--- src/rtl/multicycle_datapath_if.sv ---
// Memory bus between the multicycle core (master) and its memory (slave).
// One transaction completes in any cycle where mem_req and mem_ready are both high.
interface multicycle_datapath_if #(
    parameter int XLEN = 64
);
    logic            mem_req;
    logic            mem_we;
    logic [31:0]     mem_addr;
    logic [XLEN-1:0] mem_wdata;
    logic            mem_ready;
    logic [XLEN-1:0] mem_rdata;

    modport master (
        output mem_req, mem_we, mem_addr, mem_wdata,
        input  mem_ready, mem_rdata
    );

    modport slave (
        input  mem_req, mem_we, mem_addr, mem_wdata,
        output mem_ready, mem_rdata
    );
endinterface

--- src/rtl/multicycle_datapath.sv ---
// Multicycle RV-subset core: FETCH/DECODE/EXEC/MEM/WB over a single shared memory bus.
// Supports add/sub/and/or, addi, beq and XLEN-sized load/store; anything else halts the core.
module multicycle_datapath #(
    parameter int          XLEN     = 64,
    parameter logic [31:0] PC_RESET = 32'h0000_0000
) (
    input  logic                  clock,
    input  logic                  Reset,
    multicycle_datapath_if.master mem,
    output logic [31:0]           Prx_PC,
    output logic [31:0]           Instruction,
    output logic [XLEN-1:0]       ALUResult,
    output logic                  halt
);
    typedef enum logic [2:0] {FETCH, DECODE, EXEC, MEM, WB, HALT} state_t;

    localparam logic [6:0] OP_R   = 7'b0110011;
    localparam logic [6:0] OP_IMM = 7'b0010011;
    localparam logic [6:0] OP_BR  = 7'b1100011;
    localparam logic [6:0] OP_LD  = 7'b0000011;
    localparam logic [6:0] OP_ST  = 7'b0100011;
    localparam logic [2:0] F3_MEM = (XLEN == 64) ? 3'b011 : 3'b010;

    state_t          state_q, state_d;
    logic [31:0]     pc_q, pc_d;
    logic [31:0]     instr_q, instr_d;
    logic [XLEN-1:0] alu_q, alu_d;
    logic [XLEN-1:0] a_q, a_d;
    logic [XLEN-1:0] b_q, b_d;
    logic [XLEN-1:0] imm_q, imm_d;
    logic [XLEN-1:0] mdr_q, mdr_d;
    logic [XLEN-1:0] regs_q [32];

    logic            rf_we;
    logic [XLEN-1:0] rf_wdata;
    logic            req_c, we_c;
    logic [31:0]     addr_c;
    logic [XLEN-1:0] wdata_c;

    logic [6:0]      opcode, funct7;
    logic [2:0]      funct3;
    logic [4:0]      rs1, rs2, rd;
    logic            legal;
    logic [31:0]     imm32;
    logic [XLEN-1:0] alu_out, rdata1, rdata2;

    assign opcode = instr_q[6:0];
    assign rd     = instr_q[11:7];
    assign funct3 = instr_q[14:12];
    assign rs1    = instr_q[19:15];
    assign rs2    = instr_q[24:20];
    assign funct7 = instr_q[31:25];

    assign rdata1 = (rs1 == 5'd0) ? '0 : regs_q[rs1];
    assign rdata2 = (rs2 == 5'd0) ? '0 : regs_q[rs2];

    always_comb begin
        legal = 1'b0;
        imm32 = {{20{instr_q[31]}}, instr_q[31:20]};
        case (opcode)
            OP_R: begin
                legal = ((funct3 == 3'b000) && ((funct7 == 7'b0000000) || (funct7 == 7'b0100000)))
                     || (((funct3 == 3'b111) || (funct3 == 3'b110)) && (funct7 == 7'b0000000));
            end
            OP_IMM: legal = (funct3 == 3'b000);
            OP_BR: begin
                legal = (funct3 == 3'b000);
                imm32 = {{19{instr_q[31]}}, instr_q[31], instr_q[7], instr_q[30:25], instr_q[11:8], 1'b0};
            end
            OP_LD: legal = (funct3 == F3_MEM);
            OP_ST: begin
                legal = (funct3 == F3_MEM);
                imm32 = {{20{instr_q[31]}}, instr_q[31:25], instr_q[11:7]};
            end
            default: legal = 1'b0;
        endcase
    end

    // Address calculation for addi/load/store shares the default add-immediate path.
    always_comb begin
        alu_out = a_q + imm_q;
        case (opcode)
            OP_R: begin
                case (funct3)
                    3'b111:  alu_out = a_q & b_q;
                    3'b110:  alu_out = a_q | b_q;
                    default: alu_out = funct7[5] ? (a_q - b_q) : (a_q + b_q);
                endcase
            end
            OP_BR:   alu_out = a_q - b_q;
            default: alu_out = a_q + imm_q;
        endcase
    end

    always_comb begin
        state_d  = state_q;
        pc_d     = pc_q;
        instr_d  = instr_q;
        alu_d    = alu_q;
        a_d      = a_q;
        b_d      = b_q;
        imm_d    = imm_q;
        mdr_d    = mdr_q;
        rf_we    = 1'b0;
        rf_wdata = (opcode == OP_LD) ? mdr_q : alu_q;
        req_c    = 1'b0;
        we_c     = 1'b0;
        addr_c   = '0;
        wdata_c  = '0;
        case (state_q)
            FETCH: begin
                req_c  = 1'b1;
                addr_c = pc_q;
                if (mem.mem_ready) begin
                    instr_d = mem.mem_rdata[31:0];
                    state_d = DECODE;
                end
            end
            DECODE: begin
                a_d     = rdata1;
                b_d     = rdata2;
                imm_d   = XLEN'($signed(imm32));
                state_d = legal ? EXEC : HALT;
            end
            EXEC: begin
                alu_d = alu_out;
                case (opcode)
                    OP_LD, OP_ST: state_d = MEM;
                    OP_BR: begin
                        pc_d    = (a_q == b_q) ? (pc_q + imm_q[31:0]) : (pc_q + 32'd4);
                        state_d = FETCH;
                    end
                    default: state_d = WB;
                endcase
            end
            MEM: begin
                req_c   = 1'b1;
                we_c    = (opcode == OP_ST);
                addr_c  = alu_q[31:0];
                wdata_c = (opcode == OP_ST) ? b_q : '0;
                if (mem.mem_ready) begin
                    if (opcode == OP_ST) begin
                        pc_d    = pc_q + 32'd4;
                        state_d = FETCH;
                    end else begin
                        mdr_d   = mem.mem_rdata;
                        state_d = WB;
                    end
                end
            end
            WB: begin
                rf_we   = (rd != 5'd0);
                pc_d    = pc_q + 32'd4;
                state_d = FETCH;
            end
            HALT:    state_d = HALT;
            default: state_d = FETCH;
        endcase
    end

    // Bus outputs are forced quiet while reset is asserted, whatever the stale state says.
    assign mem.mem_req   = Reset & req_c;
    assign mem.mem_we    = Reset & req_c & we_c;
    assign mem.mem_addr  = Reset ? addr_c : '0;
    assign mem.mem_wdata = Reset ? wdata_c : '0;

    always_ff @(posedge clock) begin
        if (!Reset) begin
            state_q <= FETCH;
            pc_q    <= PC_RESET;
            instr_q <= '0;
            alu_q   <= '0;
            a_q     <= '0;
            b_q     <= '0;
            imm_q   <= '0;
            mdr_q   <= '0;
            for (int i = 0; i < 32; i++) begin
                regs_q[i] <= '0;
            end
        end else begin
            state_q <= state_d;
            pc_q    <= pc_d;
            instr_q <= instr_d;
            alu_q   <= alu_d;
            a_q     <= a_d;
            b_q     <= b_d;
            imm_q   <= imm_d;
            mdr_q   <= mdr_d;
            if (rf_we) begin
                regs_q[rd] <= rf_wdata;
            end
        end
    end

    assign Prx_PC      = pc_q;
    assign Instruction = instr_q;
    assign ALUResult   = alu_q;
    assign halt        = (state_q == HALT);
endmodule

--- src/flat_wrapper.sv ---
// flat-port wrapper written by rule: the top's interface ports become plain ports
module multicycle_datapath_flat 
#(
    parameter int          XLEN     = 64,
    parameter logic [31:0] PC_RESET = 32'h0000_0000
)
  (clock, Reset, Prx_PC, Instruction, ALUResult, halt, mem_mem_req, mem_mem_we, mem_mem_addr, mem_mem_wdata, mem_mem_ready, mem_mem_rdata);
  multicycle_datapath_if #(.XLEN(XLEN)) mem_i ();
  input  logic clock;
  input  logic Reset;
  output logic [31:0] Prx_PC;
  output logic [31:0] Instruction;
  output logic [XLEN-1:0] ALUResult;
  output logic halt;
  output wire logic [$bits(mem_i.mem_req)-1:0] mem_mem_req;
  output wire logic [$bits(mem_i.mem_we)-1:0] mem_mem_we;
  output wire logic [$bits(mem_i.mem_addr)-1:0] mem_mem_addr;
  output wire logic [$bits(mem_i.mem_wdata)-1:0] mem_mem_wdata;
  input wire logic [$bits(mem_i.mem_ready)-1:0] mem_mem_ready;
  input wire logic [$bits(mem_i.mem_rdata)-1:0] mem_mem_rdata;
  assign mem_mem_req = mem_i.mem_req;
  assign mem_mem_we = mem_i.mem_we;
  assign mem_mem_addr = mem_i.mem_addr;
  assign mem_mem_wdata = mem_i.mem_wdata;
  assign mem_i.mem_ready = mem_mem_ready;
  assign mem_i.mem_rdata = mem_mem_rdata;
  multicycle_datapath #(.XLEN(XLEN), .PC_RESET(PC_RESET)) u_core (.clock(clock), .Reset(Reset), .mem(mem_i), .Prx_PC(Prx_PC), .Instruction(Instruction), .ALUResult(ALUResult), .halt(halt));
endmodule
--- config.mk ---
export PLATFORM = sky130hd
export DESIGN_NAME = multicycle_datapath_flat
export DESIGN_NICKNAME = d
export VERILOG_FILES = /design/src/rtl/multicycle_datapath_if.sv /design/src/rtl/multicycle_datapath.sv /design/src/flat_wrapper.sv
export SDC_FILE = /design/constraint.sdc
export NUM_CORES = 2
export LEC_CHECK = 0
export BUFFER_PORTS_ARGS = -buffer_cell sky130_fd_sc_hd__buf_2
export CORE_MARGIN = 8
export CORE_UTILIZATION = 30
export CTS_BUF_LIST = sky130_fd_sc_hd__clkbuf_4
export DETAILED_ROUTE_END_ITERATION = 8
export PLACE_DENSITY = 0.53
export SYNTH_ARGS = -nofsm -noshare
export SYNTH_HDL_FRONTEND = slang
export SYNTH_SLANG_ARGS = --single-unit
--- constraint.sdc ---
create_clock -name clock -period 6.75 [get_ports clock]
set_input_delay 0.3375 -clock clock [delete_from_list [all_inputs] [get_ports clock]]
set_output_delay 0.3375 -clock clock [all_outputs]
set_load 0.05 [all_outputs]
==> metrics.md <==
| Metric | Value |
|---|---|
| Clock buffer depth | 4 |
| GP Congestion | 0.929 |
| TNS Setup | 0 ns |
| Crit-path max FO | 53 |
| Unique masters post-synth | 88 |
| Starting DRC count in detailed routing | 13.8k |
| Drt pass-1 iters | 6 |
| Top cells by area, synth | edfxtp_1, mux4_2, nor2_1, dfxtp_1, ha_1 |
| Pleak | 50.4 nW |
| Wire per inst | 32.2 um |
| Flop-to-flop setup slack | 1.54 ns |
| Final setup violating endpoints | 0 |
| Worst skew pair latency | 1.66 ns |
| Worst Hold End | u_core.mdr_q[19]$_SDFFE_PN0P_ |
| Yosys warning count | 0 |
| Reg clk slew, reported paths | 0.07 ns |
| R2r startpoint | u_core.a_q[1]$_SDFFE_PN0P_ |
| Placed Area | 142,000 sq um |
| Initial antenna violation count | 36 |
| H-Tree Level Count | 6 |
| Share of the synthesized area in the top cell type | 46.2% |
| Finished Cell Area | 152,000 sq um |
| Arr. time, crit path | 5.30 ns |
| Final slew viol count | 0 |
| # DRC | 0 |
| Power, Total | 36.0 mW |
| Final Skew | 0.217 ns |
| Worst r2r path cells | 13 |
| Post-route ant nets | 0 |
| Worst r2r dst | u_core.ALUResult[63]$_SDFFE_PN0P_ |
| Seq/Total Area, Yosys | 51.4% |
| Core area | 442,000 sq um |
| FFs w/ async S/R, synth | 0% |
| WHS Path Cells | 5 |
| DIE AREA | 465,000 sq um |
| Clk root buf | clkbuf_4 |
| Commonest non-fill, non-tap cell in the layout | nor2_1 |
| I/O pins | 294 |
| Top FF cell, synth | edfxtp_1 |
| Fin crit share | 83.5% |
| Setup crit start | u_core.state_q[1]$_SDFFE_PN0P_ |
| Final Util | 34.5% |
| # rows | 244 |
| Post-synth EDFFs | 2,048 |
| Post-synthesis register bit count | 2,394 |
| VDD IR-drop max | 179 uV |
| Req. time, crit path | 6.41 ns |
| Initial cell density of the core | 30.1% |
| Startpoint Class | flop |
| Fillcell total | 43.7k |
| Final min period | 5.64 ns |
| Fraction of layout cells with a size suffix above 1 | 26.7% |
| Cell accounting for the most synthesized area | edfxtp_1 |
| Power Density | 236 nW/um^2 |
| Max-cap violations | 0 |
| RSZ-0062 raised after global routing | false |
| Final Hold Fails | 0 |
| Die W | 682 um |
| Largest net degree at the start of global routing | 108 |
| Final net count | 11.5k |
| Final non-filler cell total | 17.5k |
| Post-CTS sizing | 0 |
| Gr ovfl total | 0 |
| Slew headroom | 3.84% |
| CTS tree | done |
| Measured slew at the worst slew-check pin | 1.40 ns |
| Post-DP HPWL | 352,000 um |
| Worst hold-check path type | in2reg |
| Inst Count DP | 16.2k |
| First-pass GRT wire length | 777,000 um |
| Die H | 682 um |
| GR Util All Layers | 23.3% |
| Status | complete, no violations |
| Drt via density | 5.79 |
| Post-Synthesis Cells | 10.6k |
| Routed wire length | 564,000 um |
| Layout overhead on the synthesized area | 14.5% |
| Via Count | 101k |
| Clock sinks | 2,394 |
| Num CTS Buffers | 647 |
| Synth Cell Area | 133,000 sq um |
| Number of global-route vias before repair | 99.4k |
| Syn Area/Cell | 12.5 sq um |
| Most frequent cells in the layout | nor2_1, edfxtp_1, mux4_2 |
| Buffers added on ports | 293 |
| Worst setup EP type | output port |
| FMAX | 0.177 GHz |
| Hold Path Origin | mem_mem_rdata[19] |
| Setup CP Type | reg2out |
[state kept, by name, summed over array words and instances, names as in the netlist, named ones only]
register and count:
u_core.mdr_q 64, u_core.Prx_PC 32, u_core.a_q 64, u_core.b_q 64, u_core.imm_q 13, u_core.Instruction 32
u_core.ALUResult 64, u_core.state_q 3, u_core.regs_q 2048
[Yosys cell counts (all sizes together), types with 13 or more instances]
cell type / n
nand2b: 27
a21o: 76
o31ai: 45
o21bai: 59
o211ai: 31
a311oi: 13
a21oi: 703
nor2b: 30
a221oi: 47
a211oi: 23
mux2i: 238
nand3: 68
a31oi: 21
a22o: 33
ha: 304
nor4: 108
nor2: 2488
clkbuf: 829
xnor2: 142
dfxtp: 346
buf: 184
nor3: 58
edfxtp: 2048
or3: 15
o21a: 18
nand4: 60
and3: 29
and2: 19
mux4: 1280
o21ai: 302
o221ai: 15
o22ai: 18
inv: 247
nand2: 485
xor2: 50
[timing repair]
action | in CTS | in global routing
buffers inserted | 0 | 0
endpoints found under the hold margin | 452 | 0
hold buffers | 192 | 0
[where the power goes]
part           total (mW)  switching (mW)  internal [mW]
clock network        13.4            6.75           6.63
logic                5.75            3.55           2.20
registers            16.9           0.393           16.5
[worst max-delay path by stage]
stage,endpoint
detailed placement,u_core.ALUResult[63]$_SDFFE_PN0P_
floorplan,u_core.ALUResult[63]$_SDFFE_PN0P_
CTS,mem_mem_wdata[63]
global route,mem_mem_wdata[63]
global placement,u_core.ALUResult[63]$_SDFFE_PN0P_
finish,mem_mem_wdata[63]
[cell type report]
type / instances / area, sq um / area share (%)
Clock buffer: 948 / 7120 / 4.67
Sequential cell: 2394 / 68500 / 44.9
Antenna cell: 18 / 45.0 / 0.0295
Timing Repair Buffer: 770 / 6070 / 3.98
Tap cell: 5904 / 7390 / 4.85
Clock inverter: 179 / 1050 / 0.686
Multi-Input combinational cell: 7026 / 61400 / 40.3
Inverter: 249 / 942 / 0.618
[logic make-up after synthesis]
family | share of synthesized area, %
compound gates | 6.82
xor+xnor | 1.26
fa+ha+maj | 2.93
buf+inv | 3.60
flops | 51.4
mux | 23.5
other cells | 0.00282
simple gates | 10.5
[layer usage]
layer	vias to the layer above	share of wire, %	track usage [%]
met4	24	4.7	9.89
met5	-	0.025	0
li1	41237	-	-
met3	1267	12	6.05
met2	6462	46	37.3
met1	52256	38	30.1
[worst max-delay path, cell delays in order (launching register included)]
cell and delay (ns):
dfxtp_1 0.56, nor2b_1 0.38, and2_1 0.35, nand2_2 0.36, buf_4 0.50, nor4_1 0.99
buf_2 0.42
[through the flow]
step           hold slack (ns)  setup slack [ns]
2_1_floorplan            0.436              1.90
3_3_place_gp             0.454              1.66
3_5_place_dp             0.460              1.69
4_1_cts               0.000510              1.07
5_1_grt                 0.0931              1.05
6_report                 0.136              1.11
No activity file was read; power rests on OpenSTA's default activity.
